### src/rtl/invsqrt_req_arbiter.sv
// rtl/invsqrt_req_arbiter.sv - round-robin arbiter sharing one fixed-latency inverse-sqrt pipeline
// A requester-ID tag FIFO steers every pipeline result back to the requester that issued it.
module invsqrt_req_arbiter #(
  parameter int NUM_REQ   = 4,
  parameter int PIPE_LAT  = 6,
  parameter int TAG_DEPTH = 8,
  parameter int ID_W      = $clog2(NUM_REQ)
) (
  input  logic                   clk,
  input  logic                   rstn,
  input  logic                   cfg_enable,
  output logic                   idle,
  input  logic [NUM_REQ-1:0]     req_valid,
  input  logic [32*NUM_REQ-1:0]  req_data,
  output logic [NUM_REQ-1:0]     req_ready,
  output logic                   pipe_valid,
  output logic [30:0]            pipe_data,
  output logic                   pipe_err,
  output logic                   pipe_backprn,
  input  logic                   pipe_ready,
  input  logic [30:0]            pipe_result,
  input  logic                   pipe_error,
  output logic [NUM_REQ-1:0]     resp_valid,
  output logic [31:0]            resp_data,
  output logic                   resp_error,
  input  logic [NUM_REQ-1:0]     resp_ready,
  output logic                   tag_ovf
);

  // The FIFO must cover every operand that can be inside the pipeline plus the issue register.
  localparam int DEPTH = (TAG_DEPTH < PIPE_LAT + 2) ? PIPE_LAT + 2 : TAG_DEPTH;
  localparam int PTR_W = (DEPTH > 1) ? $clog2(DEPTH) : 1;
  localparam int CNT_W = $clog2(DEPTH + 1);

  typedef enum logic [1:0] {S_IDLE, S_RUN, S_DRAIN} state_t;

  state_t            state;
  logic [ID_W-1:0]   rr_ptr;
  logic [ID_W-1:0]   win;
  logic [ID_W-1:0]   idx;
  logic              found;
  logic              grant_any;
  logic              push;
  logic              pop;
  logic [31:0]       win_data;
  logic [ID_W-1:0]   tag_mem [DEPTH];
  logic [PTR_W-1:0]  wr_ptr;
  logic [PTR_W-1:0]  rd_ptr;
  logic [CNT_W-1:0]  count;

  function automatic logic [PTR_W-1:0] ptr_inc(input logic [PTR_W-1:0] p);
    return (p == PTR_W'(DEPTH - 1)) ? '0 : p + 1'b1;
  endfunction

  // A held response freezes the whole pipeline, so nothing new may enter either.
  assign pipe_backprn = ~|resp_valid | |(resp_valid & resp_ready);

  always_comb begin
    found = 1'b0;
    win   = '0;
    idx   = '0;
    for (int k = 0; k < NUM_REQ; k++) begin
      idx = ID_W'((int'(rr_ptr) + k) % NUM_REQ);
      if (!found && req_valid[idx]) begin
        found = 1'b1;
        win   = idx;
      end
    end
  end

  assign grant_any = (state == S_RUN) && pipe_backprn && (count < CNT_W'(DEPTH)) && found;
  assign req_ready = grant_any ? (NUM_REQ'(1) << win) : '0;
  assign win_data  = req_data[32*win +: 32];
  assign push      = grant_any;
  assign pop       = pipe_ready & pipe_backprn & (count != '0);

  always_ff @(posedge clk) begin
    if (!rstn) begin
      state <= S_IDLE;
      idle  <= 1'b1;
    end else begin
      case (state)
        S_IDLE: begin
          if (cfg_enable) begin
            state <= S_RUN;
            idle  <= 1'b0;
          end
        end
        S_RUN: begin
          if (!cfg_enable) state <= S_DRAIN;
        end
        S_DRAIN: begin
          if (cfg_enable) begin
            state <= S_RUN;
          end else if (count == '0 && !(|(resp_valid & ~resp_ready))) begin
            state <= S_IDLE;
            idle  <= 1'b1;
          end
        end
        default: begin
          state <= S_IDLE;
          idle  <= 1'b1;
        end
      endcase
    end
  end

  always_ff @(posedge clk) begin
    if (!rstn) begin
      rr_ptr     <= '0;
      pipe_valid <= 1'b0;
      pipe_data  <= '0;
      pipe_err   <= 1'b0;
    end else begin
      if (grant_any) rr_ptr <= (win == ID_W'(NUM_REQ - 1)) ? '0 : win + 1'b1;
      if (pipe_backprn) begin
        pipe_valid <= grant_any;
        if (grant_any) begin
          pipe_data <= win_data[30:0];
          pipe_err  <= win_data[31] | (win_data[30:23] == 8'h00) | (win_data[30:23] == 8'hFF);
        end
      end
    end
  end

  always_ff @(posedge clk) begin
    if (push) tag_mem[wr_ptr] <= win;
  end

  always_ff @(posedge clk) begin
    if (!rstn) begin
      wr_ptr     <= '0;
      rd_ptr     <= '0;
      count      <= '0;
      tag_ovf    <= 1'b0;
      resp_valid <= '0;
      resp_data  <= '0;
      resp_error <= 1'b0;
    end else begin
      if (push) wr_ptr <= ptr_inc(wr_ptr);
      if (pop)  rd_ptr <= ptr_inc(rd_ptr);
      count <= count + CNT_W'(push) - CNT_W'(pop);
      // A result with no tag to own it, or a tag with no room, means the bookkeeping is broken.
      if ((pipe_ready & pipe_backprn & (count == '0)) | (push & (count == CNT_W'(DEPTH))))
        tag_ovf <= 1'b1;
      if (pop) begin
        resp_valid <= NUM_REQ'(1) << tag_mem[rd_ptr];
        resp_data  <= {1'b0, pipe_result};
        resp_error <= pipe_error;
      end else if (|(resp_valid & resp_ready)) begin
        resp_valid <= '0;
      end
    end
  end

endmodule

### config.mk
export PLATFORM = sky130hd
export DESIGN_NAME = invsqrt_req_arbiter
export DESIGN_NICKNAME = d
export VERILOG_FILES = /design/src/rtl/invsqrt_req_arbiter.sv
export SDC_FILE = /design/constraint.sdc
export NUM_CORES = 1
export LEC_CHECK = 0
export BUFFER_PORTS_ARGS = -buffer_cell sky130_fd_sc_hd__buf_2
export CELL_PAD_IN_SITES_DETAIL_PLACEMENT = 0
export CELL_PAD_IN_SITES_GLOBAL_PLACEMENT = 1
export CORE_UTILIZATION = 33
export DETAILED_ROUTE_END_ITERATION = 8
export PLACE_DENSITY_LB_ADDON = 0.1
export SETUP_SLACK_MARGIN = 0.15
export SLEW_MARGIN = 20
export SYNTH_ARGS = -nofsm -noshare
export SYNTH_HDL_FRONTEND = slang
export SYNTH_SLANG_ARGS = --single-unit
### constraint.sdc
create_clock -name clk -period 3.2 [get_ports clk]
set_input_delay 0.16 -clock clk [delete_from_list [all_inputs] [get_ports clk]]
set_output_delay 0.16 -clock clk [all_outputs]
set_load 0.005 [all_outputs]
==> out/summary.txt <==
Placer congestion estimate: 0.845
Number of sinks handled by clock tree synthesis: 104
Setup slack after layout: 552 ps
Pins over their slew limit: 0
Logic gate share of total power: 36.7%
Initial DRC count: 162
Launch point of the worst hold path: pipe_result[10]
#FFs+latches synth: 104
Post-synthesis sequential area ratio: 42.3%
Depth of the worst register-to-register path: 7
Via count of the first global-routing pass: 5110
Filler cell count in the final layout: 1639
Router iterations before antenna repair: 5
Critical path start-end classification: register to primary output
Post-Synthesis Cells: 668
Clock Root Buffer: clkbuf_16
Register-to-Register Setup Slack: 610 ps
Number of hold buffers added after cts: 0
Area growth from synthesis to final layout: 32.1%
Switching portion of total power: 36.2%
Drc violations: 0
Die outline height: 129 µm
Hold violation count in the final report: 0
Time the final worst path needs with I/O delays and setup: 2650 ps
Worst hold path type: input pin to register
Worst hold path depth: 3
Maximum clock frequency: 0.378 GHz
CTS tree: yes
Worst Setup Start Kind: register
Core box area: 0.0154 mm²
Nets: 1078
Number of buffers inserted during clock tree synthesis: 9
Net Count, Synth: 855
Resized cells post-CTS: 0
Cell Pwr Density: 639 mW/mm²
Net switching power: 0.00162 W
Setup repair after global routing missed its margin: false
Pre-CTS worst setup slack: 609 ps
Int Pwr: 0.00285 W
Grt total ovfl: 0
IR drop worst, VDD: 0.000308 V
Routed wire per std cell: 14.2 µm
Endpoint type of the worst setup path: primary output
Starting Density: 34.3%
Clock network power share: 24.8%
Synthesized area divided by synthesized cell count: 7.93 µm²
End-of-flow core utilization: 45.3%
First-pass GRT wire length: 24.4 mm
Post-CTS repair timing setup buffer count: 0
Clock slew seen by the registers of the worst setup and hold paths: 70 ps
Antenna violations before repair: 0
Worst Max-Slew Pin Slew: 564 ps
Total number of H-tree levels: 3
Startpoint of the most critical setup path: resp_valid[3]
Maximum number of pins on one net before global-route repair: 53
Cell variety after synth: 44
Number of maximum-capacitance violations: 0
Synth Cell Area: 0.00530 mm²
Port Buf Inserts: 247
Number of core rows: 45
Share of the clock period used by the worst path: 82.8%
Ports placed on the boundary: 249
Post-route antenna net violation count: 0
Die width: 129 µm
Max-Slew Margin vs Limit: 62.4%
Status: finished, final reports clean
Clock insertion delay at the later pin of the skew report: 350 ps
Setup Viol. Count Final: 0
Final wirelength: 15.7 mm
Worst r2r dst: tag_mem[4][0]
Crit path arrival time: 2490 ps
Detailed-route vias per instance: 4.80
Sequential fraction of design power: 38.5%
Synth async-reset ratio: 0%
Endpoint of the worst hold-timing path: resp_data[10]
Setup TNS: 0 ps
Max FO, Critical Path: 33
Total GRT Usage: 19.0%
Post-Place Cells: 1091
Placed wire-length estimate: 11.7 mm
Final Non-Filler Cells: 1107
Yosys warning total: 0
Startpoint of the most critical register-to-register path: resp_valid[3]
Routed via count: 5313
Worst Clk Skew: 5.15 ps
Max Buffers Root-to-Sink: 2
Most used flip-flop cell after synthesis: dfxtp_1
Number of flops mapped to enable cells by yosys: 16
Antenna cell count: 0
Standby leakage power: 3.14 nW
Die outline area: 0.0166 mm²
Required time at the worst-slack endpoint: 3040 ps
Layout cell share with drive strength beyond 1: 31.7%
-- kinds of logic after synthesis --
logic type      synth area share [%]
compound gates                  17.9
xor+xnor                       0.331
fa+ha+maj                       3.68
buf+inv                         4.94
flops                           42.3
mux                             2.29
other cells                   0.0708
simple gates                    28.5
-- area by class of cell --
type                    instances  area, µm²  share of cell area, %
repair buffers                259       1330                   19.0
multi-input cells             499       2800                   40.0
clock inverters                 5       36.3                  0.519
well taps                     211        264                   3.77
inverters                      18       67.6                  0.966
flip-flops and latches        104       2240                   32.1
clock buffers                  11        264                   3.77
-- layout by cell type, fill, tap and decap left out, types with 2 or more instances in the layout --
master / instances
buf_2: 247
nand2_1: 200
dfxtp_1: 88
nand3_1: 73
a21boi_0: 73
nor2b_1: 19
a211oi_1: 16
a21oi_1: 16
edfxtp_1: 16
inv_1: 15
nor3_1: 14
ha_1: 14
buf_4: 12
clkbuf_16: 10
nor2_1: 8
and2_1: 8
nor4_1: 7
a22oi_1: 6
a21boi_1: 6
o22ai_1: 6
nand2b_1: 4
mux4_2: 4
o21ai_1: 3
inv_2: 2
o21ai_0: 2
a21o_1: 2
mux2i_1: 2
nand3b_1: 2
-- worst max-delay path: stages (launching register included) --
cell and delay (ps):
dfxtp_1 340, nor4_1 280, nor2_1 110, or4_2 670
clkinv_1 90, buf_4 330, and2_1 180, buf_2 120
-- flip-flops by register name, summed over array words and instances, names as in the netlist, 2 cells and up, named ones only --
signal,flops
count,4
tag_mem,16
resp_data,31
state,2
pipe_data,31
rr_ptr,2
rd_ptr,3
wr_ptr,3
resp_valid,4
-- power groups by stage --
stage               sequential [W]  combinational [W]  clock [W]
floorplan                  0.00175            0.00106          0
global placement           0.00174            0.00165          0
detailed placement         0.00175            0.00167          0
CTS                        0.00172            0.00168    0.00115
global route               0.00175            0.00188    0.00120
finish                     0.00172            0.00164    0.00111
-- cell usage after synthesis, types with 2 or more instances --
cell        n  area share, %
nand2b_1    4           0.47
clkbuf_1   35            2.5
buf_2       5           0.47
a21o_1      2           0.28
a21oi_1    16            1.5
a21boi_0   73             10
nand2_1   200             14
or4_1       2           0.28
mux4_2      4            1.7
a22oi_1     6           0.85
dfxtp_1    88             33
nor4_1      7           0.83
o21ai_0     2           0.19
nor2b_1    19            2.2
nand3_1    73            6.9
and2_1      8           0.94
a21boi_1    6           0.85
mux2i_1     2           0.38
inv_1      15            1.1
o21ai_1     3           0.28
o22ai_1     6           0.71
inv_2       2           0.14
nand3b_1    2           0.28
ha_1       14            3.3
a211oi_1   16            2.3
nor2_1      8           0.57
nor3_1     14            1.3
edfxtp_1   16            9.1
buf_1       5           0.35
-- how the worst max path moves through the flow --
| stage | end | cells past startpoint |
|---|---|---|
| after floorplan | count[2] | 11 |
| after global placement | tag_mem[4][0] | 7 |
| after detailed placement | tag_mem[4][0] | 7 |
| after CTS | req_ready[2] | 7 |
| after global routing | req_ready[3] | 7 |
| final | req_ready[0] | 7 |
-- per-stage QoR --
stage	area (µm²)	total power [W]	hold slack, ps
global route	7000	0.00483	45.1
global placement	6700	0.00339	402
detailed placement	6700	0.00342	412
finish	7000	0.00447	45.9
CTS	7000	0.00454	32.9
floorplan	5300	0.00280	276
-- routing by layer --
layer  track usage [%]  share of wire, %
met5                 0                 0
met4              5.81               1.2
met3              5.32               6.8
met2              34.1                49
met1              21.8                42
No activity file was read; power rests on OpenSTA's default activity.
